==> src/rtl/conv_pkg.sv <==
// Shared constants and types for the convolution post-processing path.
package conv_pkg;

  localparam int WIDTH_Y   = 18;
  localparam int FRAME_LEN = 5;
  localparam int POOL      = 2;

  // Pair-pooling state: EMPTY = no sample held, HALF = first of a pair held.
  typedef enum logic {
    EMPTY = 1'b0,
    HALF  = 1'b1
  } pair_state_t;

endpackage

==> src/rtl/fifo_2.sv <==
// Two-entry valid/ready FIFO with asynchronous reset.
// Handshake: a transfer happens on a side when its valid and ready are both 1
// at the rising clock edge; s_ready depends only on the stored count, never on
// m_ready, so there is no combinational path through the buffer.
module fifo_2 #(
  parameter int WIDTH = 18
) (
  input  logic             clk,
  input  logic             reset,
  input  logic [WIDTH-1:0] s_data,
  input  logic             s_valid,
  output logic             s_ready,
  output logic [WIDTH-1:0] m_data,
  output logic             m_valid,
  input  logic             m_ready
);

  logic [WIDTH-1:0] mem_q [2];
  logic [WIDTH-1:0] mem_d [2];
  logic             wr_ptr_q, wr_ptr_d;
  logic             rd_ptr_q, rd_ptr_d;
  logic [1:0]       count_q, count_d;
  logic             push, pop;

  assign s_ready = (count_q != 2'd2);
  assign m_valid = (count_q != 2'd0);
  assign m_data  = mem_q[rd_ptr_q];

  // Next-state for storage, pointers and occupancy.
  always_comb begin
    push     = s_valid && s_ready;
    pop      = m_valid && m_ready;
    mem_d    = mem_q;
    wr_ptr_d = wr_ptr_q;
    rd_ptr_d = rd_ptr_q;
    count_d  = count_q;
    if (push) begin
      mem_d[wr_ptr_q] = s_data;
      wr_ptr_d        = ~wr_ptr_q;
    end
    if (pop) begin
      rd_ptr_d = ~rd_ptr_q;
    end
    if (push && !pop) begin
      count_d = count_q + 2'd1;
    end else if (pop && !push) begin
      count_d = count_q - 2'd1;
    end
  end

  // Register FIFO state; reset clears contents so the head reads as zero.
  always_ff @(posedge clk or posedge reset) begin
    if (reset) begin
      mem_q[0] <= '0;
      mem_q[1] <= '0;
      wr_ptr_q <= 1'b0;
      rd_ptr_q <= 1'b0;
      count_q  <= 2'd0;
    end else begin
      mem_q    <= mem_d;
      wr_ptr_q <= wr_ptr_d;
      rd_ptr_q <= rd_ptr_d;
      count_q  <= count_d;
    end
  end

endmodule

==> src/rtl/relu_pool_y.sv <==
// Rectify each convolution output sample and max-pool pairs within a frame.
// A frame of FRAME_LEN samples is pooled pairwise; an odd trailing sample is
// emitted on its own so pooling never straddles two frames.
// Handshake: input accepted when s_valid_y && s_ready_y, result taken when
// m_valid_z && m_ready_z; s_ready_y is a function of buffer occupancy only.
module relu_pool_y
  import conv_pkg::*;
#(
  parameter int WIDTH     = WIDTH_Y,
  parameter int FRAME_LEN = conv_pkg::FRAME_LEN,
  parameter int POOL      = conv_pkg::POOL
) (
  input  logic                    clk,
  input  logic                    reset,
  input  logic signed [WIDTH-1:0] s_data_in_y,
  input  logic                    s_valid_y,
  output logic                    s_ready_y,
  output logic signed [WIDTH-1:0] m_data_out_z,
  output logic                    m_valid_z,
  input  logic                    m_ready_z,
  output pair_state_t             dbg_pair_state
);

  localparam int FW = (FRAME_LEN > 1) ? $clog2(FRAME_LEN) : 1;

  // The pair FSM below implements two-sample pooling only.
  if (POOL != 2) begin : g_pool_unsupported
  end

  pair_state_t             state_q, state_d;
  logic        [FW-1:0]    fidx_q, fidx_d;
  logic signed [WIDTH-1:0] hold_q, hold_d;
  logic signed [WIDTH-1:0] rect;
  logic signed [WIDTH-1:0] push_data;
  logic                    push;
  logic                    accept;
  logic                    last_of_frame;
  logic                    fifo_s_ready;
  logic        [WIDTH-1:0] fifo_m_data;

  assign s_ready_y      = !reset && fifo_s_ready;
  assign accept         = s_valid_y && s_ready_y;
  assign rect           = s_data_in_y[WIDTH-1] ? '0 : s_data_in_y;
  assign last_of_frame  = (fidx_q == FW'(FRAME_LEN - 1));
  assign dbg_pair_state = state_q;
  assign m_data_out_z   = $signed(fifo_m_data);

  // Frame position, pair state and the pooled value to push on this accept.
  always_comb begin
    state_d   = state_q;
    fidx_d    = fidx_q;
    hold_d    = hold_q;
    push      = 1'b0;
    push_data = rect;
    if (accept) begin
      fidx_d = last_of_frame ? '0 : fidx_q + FW'(1);
      case (state_q)
        EMPTY: begin
          if (last_of_frame) begin
            push = 1'b1;
          end else begin
            hold_d  = rect;
            state_d = HALF;
          end
        end
        HALF: begin
          push      = 1'b1;
          push_data = (rect > hold_q) ? rect : hold_q;
          state_d   = EMPTY;
        end
        default: state_d = EMPTY;
      endcase
    end
  end

  // Register pair state, held sample and frame index.
  always_ff @(posedge clk or posedge reset) begin
    if (reset) begin
      state_q <= EMPTY;
      fidx_q  <= '0;
      hold_q  <= '0;
    end else begin
      state_q <= state_d;
      fidx_q  <= fidx_d;
      hold_q  <= hold_d;
    end
  end

  fifo_2 #(
    .WIDTH (WIDTH)
  ) u_fifo (
    .clk     (clk),
    .reset   (reset),
    .s_data  (push_data),
    .s_valid (push),
    .s_ready (fifo_s_ready),
    .m_data  (fifo_m_data),
    .m_valid (m_valid_z),
    .m_ready (m_ready_z)
  );

endmodule

==> config.mk <==
export PLATFORM = sky130hd
export DESIGN_NAME = relu_pool_y
export DESIGN_NICKNAME = d
export VERILOG_FILES = /design/src/rtl/conv_pkg.sv /design/src/rtl/fifo_2.sv /design/src/rtl/relu_pool_y.sv
export SDC_FILE = /design/constraint.sdc
export NUM_CORES = 1
export LEC_CHECK = 0
export ABC_AREA = 1
export BUFFER_PORTS_ARGS = -buffer_cell sky130_fd_sc_hd__buf_4
export CAP_MARGIN = 20
export CELL_PAD_IN_SITES_DETAIL_PLACEMENT = 0
export CELL_PAD_IN_SITES_GLOBAL_PLACEMENT = 1
export CORE_MARGIN = 2
export CORE_UTILIZATION = 43
export CTS_CLUSTER_SIZE = 40
export DETAILED_ROUTE_END_ITERATION = 7
export PLACE_DENSITY = 0.82
export SLEW_MARGIN = 20
export SYNTH_ARGS = -nofsm -noshare
export SYNTH_HDL_FRONTEND = slang
export SYNTH_SLANG_ARGS = --single-unit
==> constraint.sdc <==
create_clock -name clk -period 1.97 [get_ports clk]
set_input_delay 0.197 -clock clk [delete_from_list [all_inputs] [get_ports clk]]
set_output_delay 0.197 -clock clk [all_outputs]
set_load 0.02 [all_outputs]
==> results by stage, run 1 <==
Pwr:
- The power density over cell area is approximately 1400 nW/um^2.
- The leakage power total is between 0.002 and 0.003 uW.
- IR analysis of the VDD net gives a maximum drop of about 450 uV.

Floorplanning:
- The number of ports placed on the die boundary is 43.
- In this run the horizontal extent of the chip is 93.0 um.
- Once the floorplan was initialized, standard cells occupied 44.3% of the core.
- The area of the core region is 7690 sq um.
- The floorplan die height is 93.0 um.
- After floorplanning, the core was divided into 32 placement rows.
- The die area is 8640 sq um.

Drt:
- After detailed routing, the average wire length per cell comes to 14.0 um.
- The first routing iteration left 122 violations.
- The mean number of vias per cell is between 4 and 5.
- The count of nets left with antenna violations once routing finished came out at 0.
- The wire length reported by the detailed router is 8630 um.
- In the routed design, unresolved DRC markers number 0.
- Across all layers, the routed design uses 2985 vias.
- Before antenna repair, the detailed router went through 4 iterations.

Clocking:
- The clock edge transition at the registers on the reported setup and hold paths is roughly 0.070 ns.
- The buffer levels on the longest clock path is 2.
- The later-pin clock latency in the skew report is 0.35 ns.
- The clock drives 59 sinks.
- The number of clock buffers added by TritonCTS is 9.
- TritonCTS built the clock tree.
- Clock tree synthesis selected as its root buffer the cell sky130_fd_sc_hd__clkbuf_8.
- In this run the number of H-tree levels came out at 3.

Critical path:
- The required time at the endpoint of the critical path is 2.20 ns.
- For this design, the slowest cell found on the critical path is sky130_fd_sc_hd__dfrtp_1.
- The endpoint arrival time on the critical path is 2.11 ns.
- The most critical setup path has its endpoint at u_fifo.mem_q[27].
- The kind of start point of the critical path is a flop.
- The cell occurring most often along the worst timing path is sky130_fd_sc_hd__nand2_1.
- On the worst path, the slowest cell contributes a delay of approximately 0.37 ns.
- The critical path in this run is classified as flop to flop.
- The critical path contains buffers and inverters numbering 2 combined.
- The endpoint kind of the worst setup timing path is a flop.
- The cell family contributing the most delay on the critical path is simple AND/OR/NAND/NOR gates.
- The most critical setup path has its startpoint at hold_q[11].
- The depth of the critical timing path with buffers and inverters included is 15.
- In this run the critical register-to-register path is captured at u_fifo.mem_q[27].
- Traced cell by cell, the critical path runs through inv_2 > ha_4 > nand2_1 > nand2_1 > nand2_1 > nand2_1 > nand2_1 > nand2_1 > nor2_2 > nand2_2 > nand2_8 > buf_6 > nand3_1 > nand3_1 > nand2_1.
- The worst register-to-register path has a depth of 15.
- The biggest fanout along the worst timing path is 8.
- The setup check on the worst reg-to-reg path leaves a slack of 0.09 ns.
- In this run the critical register-to-register path is launched from hold_q[11].

Layout:
- At the end of the flow, the number of nets in the layout was 553.
- Leaving out fill and tap cells, the most frequent cells in the layout are sky130_fd_sc_hd__nand2_1, sky130_fd_sc_hd__buf_4, sky130_fd_sc_hd__dfrtp_1.
- After filler insertion, the fill cell instance count of the layout stands at 636.
- The fraction of final layout cells sized beyond drive strength 1 is 39.1%.
- The antenna cell count is 0.
- The area growth from synthesis to layout is 40.2%.
- The final non-filler cell total is approximately 620.
- The post-layout instance area is 4770 sq um.
- The leading cell type in the layout, fill and taps excluded is sky130_fd_sc_hd__nand2_1.

Job:
- The number of maximum-capacitance violations is 0.

Yosys:
- The cell accounting for the most synthesized area is sky130_fd_sc_hd__dfrtp_1.
- Sequential cells were found to cover 43.4% of the synthesized design area.
- Summed over its instances, the top area cell type makes up 43.4% of the synthesized netlist area.
- The average instance in the mapped netlist occupies 8.01 sq um.
- The number of flip-flops and latches in the synthesized netlist is slightly below 60.
- In the post-synthesis netlist, the biggest area contributors are sky130_fd_sc_hd__dfrtp_1, sky130_fd_sc_hd__nand2_1, sky130_fd_sc_hd__nand3_1.
- Of the total synthesized cell area, the portion taken by AND, OR, NAND and NOR gates is 28.8%.
- Summing the areas of all fa, ha and maj instances in the mapped netlist gives 7.35% of the synthesized area.
- Yosys mapped the design onto 28 distinct sky130hd cell types.
- The cell count after synthesis is 425.
- The post-synthesis instance area is ~3400 sq um.
- After synthesis, the largest family of logic cells by area is simple AND/OR/NAND/NOR gates.
- During synthesis, Yosys emitted a total of 0 warnings.
- The share of the synthesized area in compound gates (AO/OA/AOI/OAI) is approximately 4.9%.
- The multiplexer fraction of the synthesized cell area is 5.62%.
- The xor/xnor cell area share of the yosys netlist is 0.772%.
- Counting every net in the synthesized netlist gives 467.

Timing:
- The number of setup violations in the final report is 0.
- The clock period could shrink to 1.88 ns.
- Across all hold checks on the routed design, the worst slack comes to roughly 0.16 ns.
- The worst clock skew on the final layout is 0.0124 ns.
- The final count of pins violating max slew is 0.
- Setup repair after global routing could not meet its margin everywhere.
- After layout, the worst path uses between 90% and 100% of the clock period.
- Based on the critical path, the design can be clocked at up to 531 MHz.
- The worst-case setup margin in the final layout is 0.0882 ns.
- The number of failing hold endpoints at the final stage is 0.

Placement:
- The post-detailed-placement cell area is 4020 sq um.
- The worst slack at placement is -0.311 ns.
- The number of buffers added on ports is around 40.
- The number of instances in the placed design is 587.
- Once detailed placement completed, the half-perimeter wirelength came to between 5000 and 6000 um.
- The final weighted congestion in routability-driven placement is slightly below 0.8.

Global route:
- The remaining global-route overflow is 0.
- The global-route usage over all layers is around a fifth.
- The number of global-route vias before repair is 2786.
- The pin count of the biggest net entering global routing is 35.
- The wire length of the first global-routing pass is 13200 um.
- The initial antenna violation count was 0.

Outcome:
- The run finished with clean final reports.

Worst hold path:
- The class of the tightest hold or removal check is input pin to flop.
==> report_power, final <==
group / switching (uW) / internal, uW
combinational: 2030 / 1520
clock: 500 / 683
sequential: 286 / 1740
==> state kept, by name, indices dropped and copies added, names as in the netlist <==
signal and cells:
u_fifo.count_q 2, u_fifo.rd_ptr_q 1, dbg_pair_state 1, u_fifo.wr_ptr_q 1, fidx_q 3, u_fifo.mem_q 34, hold_q 17
==> cell type report <==
cell class	instances	area (sq um)	share of cell area, %
multi-input cells	298	2040	42.7
flip-flops and latches	59	1480	30.9
repair buffers	87	701	14.7
inverters	56	215	4.51
clock buffers	12	165	3.46
well taps	102	128	2.67
clock inverters	4	47.5	0.996
==> synthesized netlist by cell type (all sizes together) <==
| master | n |
|---|---|
| mux2 | 17 |
| a21o | 1 |
| conb | 1 |
| nand2 | 154 |
| o21ai | 20 |
| dfrtp | 59 |
| nor2 | 17 |
| buf | 10 |
| xnor2 | 2 |
| inv | 55 |
| nand3 | 54 |
| clkbuf | 4 |
| a22o | 1 |
| a21oi | 8 |
| ha | 20 |
| clkinv | 1 |
| xor2 | 1 |
==> worst min path at each step <==
stage	depth (start not counted)	from	end
CTS	3	m_ready_z	u_fifo.rd_ptr_q
floorplan	2	m_ready_z	u_fifo.rd_ptr_q
global placement	2	reset	u_fifo.count_q[1]
finish	3	m_ready_z	u_fifo.rd_ptr_q
global route	3	m_ready_z	u_fifo.rd_ptr_q
detailed placement	2	reset	u_fifo.count_q[1]
==> what timing repair did <==
action,4_1_cts,5_1_grt
endpoints found under the setup margin,0,34
resized for setup,0,84
buffers inserted,0,11
hold endpoints to repair,19,0
hold buffers,1,0
==> worst reg2reg max path: stages, from the launching register on <==
cell and delay [ns]:
sky130_fd_sc_hd__dfrtp_1 0.37, sky130_fd_sc_hd__inv_2 0.09, sky130_fd_sc_hd__ha_4 0.21, sky130_fd_sc_hd__nand2_1 0.05, sky130_fd_sc_hd__nand2_1 0.07, sky130_fd_sc_hd__nand2_1 0.07
sky130_fd_sc_hd__nand2_1 0.04, sky130_fd_sc_hd__nand2_1 0.05, sky130_fd_sc_hd__nand2_1 0.06, sky130_fd_sc_hd__nor2_2 0.12, sky130_fd_sc_hd__nand2_2 0.10, sky130_fd_sc_hd__nand2_8 0.15
sky130_fd_sc_hd__buf_6 0.15, sky130_fd_sc_hd__nand3_1 0.09, sky130_fd_sc_hd__nand3_1 0.10, sky130_fd_sc_hd__nand2_1 0.06
==> through the flow <==
step | utilization [%] | setup TNS (ns) | power (uW)
after global routing | 62.1 | -1.07 | 7240
after CTS | 55.2 | 0 | 6010
after global placement | 52.3 | -7.35 | 4750
after floorplan | - | 0 | 3940
final | 62.1 | 0 | 6760
after detailed placement | 52.3 | -8.75 | 4810
==> metal layers <==
layer,vias up,track usage [%],share of wire (%)
met4,0,7.48,1.3
met5,-,0,0
met2,51,29.5,48
li1,1519,-,-
met1,1407,27.8,48
met3,8,4.23,3.4
==> logic make-up after synthesis <==
group | after synthesis
flip-flops | 59
adder cells (fa/ha/maj) | 20
buffers and inverters | 70
AND/OR/NAND/NOR | 225
XOR/XNOR | 3
other | 1
multiplexers | 17
AO/OA/AOI/OAI | 30
Note: power is estimated with default switching activity, not from simulation.
==> run 2, diff against run 1 <==
- CORE_UTILIZATION: 43 -> 39
- PLACE_DENSITY: 0.82 -> 0.78
- RECOVER_POWER: not set -> 25
- clock period: 1.97 -> 1.7 ns (I/O delays scaled with it)
==> results by stage, run 2 (same netlist as run 1, synthesis figures left out) <==
Outcome:
- The run finished, with violations left.
- The checks that failed: negative setup slack.

Timing:
- The number of setup violations in the final report is 34 (+34).
- The fmax is 546 MHz (+2.8%).
- The worst slack on hold paths was 0.178 ns (+0.0203 ns).
- The worst clock skew on the final layout came to 0.0114 ns (-0.000972 ns).
- The transition time at the pin with the least slew margin is 0.903 ns.
- Setup repair after global routing could not meet its margin everywhere.
- The number of failing hold endpoints at the final stage is 0 (unchanged).
- The remaining max-slew budget at the tightest pin is 39.7%.
- The worst-case setup margin in the final layout is -0.130 ns (-0.218 ns).
- The final count of pins violating max slew was 0 (unchanged).
- The final period demand of the worst path was 1.83 ns (-0.0517 ns).
- The part of the cycle the worst path needs is 108% (+12 points).

Placement:
- The number of instances in the placed design is 613 (+4.4%).
- The number of buffers added on ports came to 41 (unchanged).
- The final weighted congestion in routability-driven placement is 0.832 (+7.0%).
- The placed wire-length estimate after detailed placement is 6110 um (+7.8%).
- The post-detailed-placement cell area was 4350 sq um (+8.2%).
- The worst slack at placement is -0.393 ns (-0.0814 ns).

Clocking:
- The buffer levels on the longest clock path is 2 (unchanged).
- The H-tree depth was 3 (unchanged).
- The later-pin clock latency in the skew report is 0.34 ns (about the same).
- The buffer type at the clock tree root is sky130_fd_sc_hd__clkbuf_8.
- The clock tree from TritonCTS is done.
- The clock edge transition at the registers on the reported setup and hold paths is 0.07 ns (about the same).
- The number of clock sinks is 59 (unchanged).
- The number of CTS-inserted buffers was 9 (unchanged).

Layout:
- The final non-filler cell total is 641 (+3.7%).
- The flip-flop count of the largest register after layout came to 34 (unchanged).
- The core utilization of the finished layout is 61.0% (-1.1 points).
- The final layout net count is 570 (+3.1%).
- The fill cell instance count of the final layout is 736 (+16%).
- Leaving out fill and tap cells, the most frequent cells in the layout are sky130_fd_sc_hd__nand2_1, sky130_fd_sc_hd__buf_4, sky130_fd_sc_hd__dfrtp_1.
- The antenna cell count is 0 (unchanged).
- Relative to the synthesized area, the layout overhead comes to 54.0%.
- The fraction of final layout cells sized beyond drive strength 1 is 49.2% (+10 points).
- The library cell used most frequently in the layout, excluding fill and tap cells, is sky130_fd_sc_hd__nand2_1.
- The post-layout instance area is 5240 sq um (+9.8%).
- The largest registers in the layout are u_fifo.mem_q x34, hold_q x17, fidx_q x3.
- More flip-flops sit in one register than any other, and that register is u_fifo.mem_q.

Global route:
- The number of global-route vias before repair came to 2990 (+7.3%).
- The pin count of the biggest net entering global routing is 35 (unchanged).
- The initial antenna violation count is 0 (unchanged).
- The remaining global-route overflow came to 0 (unchanged).
- The global-route usage over all layers was 18.9% (-0.70 points).
- The wire length of the first global-routing pass is 14500 um (+10%).

Floorplanning:
- The standard-cell row count is 34 (+6.3%).
- The die area came to 9490 sq um (+9.8%).
- The area of the core region is 8590 sq um (+12%).
- The initial core utilization is 39.6% (-4.7 points).
- The floorplan die height is 97.4 um (+4.8%).
- The die span in x was 97.4 um (+4.8%).
- The number of ports placed on the die boundary is 43 (unchanged).

Drt:
- The wire length reported by the detailed router came to 9330 um (+8.1%).
- The mean number of vias per cell was 4.88 (+1.0%).
- The antenna violation net count after detailed routing is 0 (unchanged).
- The total iterations of the first detailed-routing run is 4 (unchanged).
- The number of DRC violations after detailed routing was 0 (unchanged).
- The count of vias placed by the detailed router is 3128 (+4.8%).
- The detail-routed net length per standard cell is 14.6 um (+4.2%).
- The violation count after the first detailed-route iteration is 132 (+8.2%).

Worst hold path:
- The startpoint of the worst hold path is s_data_in_y[3].
- The worst hold path belongs to the class input pin to flop.

Critical path:
- The signal on the critical path passes through inv_2 > ha_4 > nand2_2 > inv_2 > nand2_1 > nand2_1 > nand2_1 > nand2_1 > nor2_1 > nand2_2 > nand2_8 > buf_12 > nand3_2 > nand3_1 > nand2_1.
- The worst reg2reg path startpoint is hold_q[13].
- The required time at the endpoint of the critical path came to 1.93 ns (-0.27 ns).
- The biggest fanout along the worst timing path is 7 (-1).
- Counting stages on the worst path, the most repeated cell is sky130_fd_sc_hd__nand2_1.
- The delay of the slowest critical-path stage is 0.37 ns (about the same).
- The worst setup path is of the flop to flop kind.
- The endpoint arrival time on the critical path is 2.06 ns (-0.05 ns).
- The endpoint kind of the worst setup timing path is a flop.
- The worst setup path is launched from a flop.
- In this run the worst setup path begins at hold_q[13].
- The slowest stage cell on the critical path is sky130_fd_sc_hd__dfrtp_1.

Pwr:
- The maximum vdd ir drop is 671 uV (+50%).
- The power density over cell area is 1620 nW/um^2 (+14%).
- The leakage power total is 0.00263 uW (+5.1%).

Job:
- The number of maximum-capacitance violations is 0 (unchanged).
-- run 2: cell types whose count changed in the layout (fill, tap and decap cells not counted), moves of 7 or more --
cell,previous run,this run
sky130_fd_sc_hd__nand3_4,8,15
sky130_fd_sc_hd__nand2_1,144,123
sky130_fd_sc_hd__nand3_1,23,3
sky130_fd_sc_hd__nand3_2,23,36
sky130_fd_sc_hd__nand2_2,7,19
sky130_fd_sc_hd__buf_4,81,94
sky130_fd_sc_hd__nand2_4,2,11
-- run 2: worst paths after layout --
path,to,slack (ns),depth (start not counted)
worst max-delay path,u_fifo.mem_q[30],-0.13,15
worst max register to register,u_fifo.mem_q[30],-0.13,15
max in group asynchronous,u_fifo.mem_q[5],0.19,4
worst min register to register,u_fifo.mem_q[34],0.48,2
min in group asynchronous,hold_q[1],0.61,3
worst min-delay path,hold_q[3],0.18,5
-- run 2: repair_timing --
action	in CTS	in global routing
pin swaps	15	49
gates resized for setup	26	86
hold buffers	1	0
setup endpoints to repair	35	39
cloned	0	3
endpoints found under the hold margin	18	0
setup buffers	0	8
-- run 2: layout make-up --
type | instances | area, sq um | area share [%]
clock buffer | 12 | 165 | 3.15
clock inverter | 4 | 47.5 | 0.907
inverter | 56 | 228 | 4.35
multi-input combinational | 298 | 2320 | 44.4
sequential | 59 | 1480 | 28.2
tap | 108 | 135 | 2.58
timing repair buffer | 104 | 863 | 16.5
-- run 2: power breakdown --
| group | leakage (uW) | internal (uW) | switching, uW | total, uW |
|---|---|---|---|---|
| clock | 0.000108 | 792 | 588 | 1380 |
| sequential | 0.000758 | 2010 | 306 | 2320 |
| combinational | 0.00176 | 2150 | 2640 | 4800 |
| total | 0.00263 | 4950 | 3540 | 8490 |
-- run 2: metal layers --
layer	share of wire [%]	track usage, %	up-vias
li1	-	-	1546
met1	46	27.1	1513
met2	49	28.9	59
met3	3.6	3.81	10
met4	1.3	6.09	0
met5	0	0	-
-- run 2: critical path: cells and delay by family, from the launching register on --
kind / cells / cell delay (ns)
adder cells (fa/ha/maj): 1 / 0.20
buffers and inverters: 3 / 0.27
flip-flops: 1 / 0.37
AND/OR/NAND/NOR: 11 / 0.87
-- run 2: through the flow --
stage               TNS [ns]  power [uW]
CTS                    -3.25        7650
detailed placement    -12.46        6080
global route           -7.29        9080
floorplan              -3.27        4660
global placement      -11.10        6000
finish                 -3.11        8490
==> run 3, diff against run 2 <==
- CELL_PAD_IN_SITES_DETAIL_PLACEMENT: 0 -> 2
- CELL_PAD_IN_SITES_GLOBAL_PLACEMENT: 1 -> 2
- CORE_ASPECT_RATIO: not set -> 0.8
- CORE_UTILIZATION: 39 -> 31
==> results by stage, run 3 (same netlist as run 1, synthesis figures left out) <==
Global route:
- The pin count of the biggest net entering global routing was 60 (+71%).
- The remaining global-route overflow was 0 (unchanged).
- The global-route usage over all layers is 34.1% (+15 points).
- The initial antenna violation count is 0 (unchanged).
- The wire length of the first global-routing pass came to 29000 um (+100%).
- The number of global-route vias before repair came to 4372 (+46%).

Floorplanning:
- The die span in x is 121 um (+24%).
- The die area is 11800 sq um (+25%).
- The standard-cell row count is 34 (unchanged).
- The area of the core region is 10800 sq um (+26%).
- The floorplan die height is 97.7 um (+0.31%).
- The initial core utilization was 31.5% (-8.1 points).
- The number of ports placed on the die boundary came to 43 (unchanged).

Layout:
- In the final layout, the registers with the most flip-flops are u_fifo.mem_q x34, hold_q x17, fidx_q x3.
- Compared with the post-synthesis result, the final layout area differs by 72.6%.
- In the layout the commonest cells are sky130_fd_sc_hd__buf_4, sky130_fd_sc_hd__nand2_1, sky130_fd_sc_hd__dfrtp_1.
- The core utilization of the finished layout was 54.4% (-6.6 points).
- The largest register by flop count is u_fifo.mem_q.
- The leading cell type in the layout, fill and taps excluded is sky130_fd_sc_hd__buf_4.
- The post-layout instance area is 5880 sq um (+12%).
- The antenna cell count was 0 (unchanged).
- The flip-flop count of the largest register after layout came to 34 (unchanged).
- The fill cell instance count of the final layout is 1090 (+48%).
- The fraction of final layout cells sized beyond drive strength 1 is 59.8% (+11 points).
- The final layout net count was 592 (+3.9%).

Placement:
- The post-detailed-placement cell area is 4420 sq um (+1.7%).
- The number of buffers added on ports came to 41 (unchanged).
- The placed wire-length estimate after detailed placement is 8340 um (+37%).
- The final weighted congestion in routability-driven placement is 0.762 (-8.4%).

Critical path:
- The logic depth of the worst register-to-register path is 13 (-2).
- The endpoint kind of the worst setup timing path is a flop.
- The biggest fanout along the worst timing path is 8 (+1).
- The critical setup path kind is flop to flop.
- The kind of start point of the critical path is a flop.
- The endpoint arrival time on the critical path is 2.56 ns (+0.50 ns).
- The required time at the endpoint of the critical path is 1.99 ns (+0.06 ns).

Clocking:
- The later-pin clock latency in the skew report is 0.36 ns (+0.02 ns).
- The number of clock sinks came to 59 (unchanged).
- The H-tree depth is 3 (unchanged).
- The clock edge transition at the registers on the reported setup and hold paths is 0.07 ns (about the same).
- The buffer type at the clock tree root is sky130_fd_sc_hd__clkbuf_16.
- TritonCTS built the clock tree.
- The number of CTS-inserted buffers came to 9 (unchanged).
- The buffer levels on the longest clock path is 2 (unchanged).

Timing:
- The remaining max-slew budget at the tightest pin came to 41.2% (+1.5 points).
- The part of the cycle the worst path needs is 134% (+26 points).
- The worst clock skew on the final layout was 0.0170 ns (+0.00565 ns).
- The number of setup violations in the final report came to 45 (+32%).
- The fmax is 440 MHz (-20%).
- The post-route setup TNS is -18.23 ns (-15.12 ns).
- The worst-case setup margin in the final layout is -0.574 ns (-0.444 ns).
- The transition time at the pin with the least slew margin came to 0.882 ns (-0.0217 ns).
- The final period demand of the worst path was 2.27 ns (+0.444 ns).
- The final count of pins violating max slew was 0 (unchanged).
- The number of failing hold endpoints at the final stage came to 0 (unchanged).
- Setup repair after global routing could not meet its margin everywhere.

Drt:
- The number of DRC violations after detailed routing is 0 (unchanged).
- The count of vias placed by the detailed router came to 3900 (+25%).
- The wire length reported by the detailed router is 22000 um (+140%).
- The mean number of vias per cell was 5.58 (+14%).
- The antenna violation net count after detailed routing is 0 (unchanged).
- The total iterations of the first detailed-routing run is 4 (unchanged).
- The violation count after the first detailed-route iteration was 275 (+110%).
- The detail-routed net length per standard cell came to 31.5 um (+120%).

Job:
- The number of maximum-capacitance violations is 0 (unchanged).

Pwr:
- The maximum vdd ir drop is 1080 uV (+60%).
- The power density over cell area was 1970 nW/um^2 (+21%).
- The leakage power total is 0.00284 uW (+8.0%).
- The power after layout came to 11600 uW (+36%).

Worst hold path:
- The class of the tightest hold or removal check is input pin to flop.
- The count of cells along the worst hold path was 3 (-2).

Outcome:
- The checks that failed: negative setup slack.
- The flow ran to the end, but the final reports show violations.
[run 3: per-layer routing]
| layer | track usage [%] | part of all wire (%) | wire (um) |
|---|---|---|---|
| met1 | 41.3 | 41 | 8970 |
| met2 | 57.8 | 48 | 10600 |
| met4 | 16.3 | 6.7 | 1470 |
| met5 | 0 | 0 | 0 |
| met3 | 6.87 | 4.6 | 1010 |
[run 3: report_power, final]
| group | internal, uW | total [uW] | switching, uW |
|---|---|---|---|
| Clock | 1330 | 2170 | 839 |
| Sequential | 2020 | 2590 | 571 |
| Combinational | 2790 | 6810 | 4020 |
[run 3: path summary, 6_finish.rpt]
kind | from | to | slack (ns)
max | hold_q[13] | u_fifo.mem_q[12] | -0.57
min | s_valid_y | dbg_pair_state | 0.24
max reg2reg | hold_q[13] | u_fifo.mem_q[12] | -0.57
min reg2reg | u_fifo.mem_q[5] | u_fifo.mem_q[5] | 0.49
max in group asynchronous | reset | u_fifo.rd_ptr_q | 0.37
min in group asynchronous | reset | u_fifo.wr_ptr_q | 0.73
[run 3: what timing repair did]
item / 4_1_cts / 5_1_grt
pin swaps: 54 / 15
cloned: 3 / 2
resized for setup: 144 / 46
setup buffers: 20 / 6
setup endpoints to repair: 49 / 41
endpoints found under the hold margin: 59 / 0
hold buffers: 1 / 0
[run 3: stage by stage]
| stage | hold slack (ns) | setup slack, ns | instances |
|---|---|---|---|
| CTS | 0.182 | -0.225 | 693 |
| floorplan | 0.355 | -0.123 | 425 |
| global route | 0.247 | -0.591 | 699 |
| global placement | 0.289 | -0.471 | 653 |
| detailed placement | 0.294 | -0.561 | 653 |
| finish | 0.242 | -0.574 | 699 |
[run 3: worst max-delay path: stages (launching register included)]
cell and delay (ns):
sky130_fd_sc_hd__dfrtp_1 0.42, sky130_fd_sc_hd__inv_2 0.13, sky130_fd_sc_hd__ha_4 0.23, sky130_fd_sc_hd__a21oi_2 0.18
sky130_fd_sc_hd__nand2_1 0.10, sky130_fd_sc_hd__nand2_1 0.09, sky130_fd_sc_hd__nand2_1 0.08, sky130_fd_sc_hd__nor2_2 0.17
sky130_fd_sc_hd__nand2_4 0.10, sky130_fd_sc_hd__nand2_8 0.16, sky130_fd_sc_hd__nand2_8 0.12, sky130_fd_sc_hd__nand2_1 0.18
sky130_fd_sc_hd__nand3_1 0.12, sky130_fd_sc_hd__nand2_1 0.11
[run 3: layout make-up]
| class | count | area [sq um] | share of cell area [%] |
|---|---|---|---|
| clock buffers | 10 | 239 | 4.07 |
| clock inverters | 6 | 87.6 | 1.49 |
| inverters | 56 | 228 | 3.88 |
| multi-input cells | 298 | 2560 | 43.5 |
| flip-flops and latches | 59 | 1480 | 25.1 |
| well taps | 144 | 180 | 3.07 |
| repair buffers | 126 | 1100 | 18.8 |
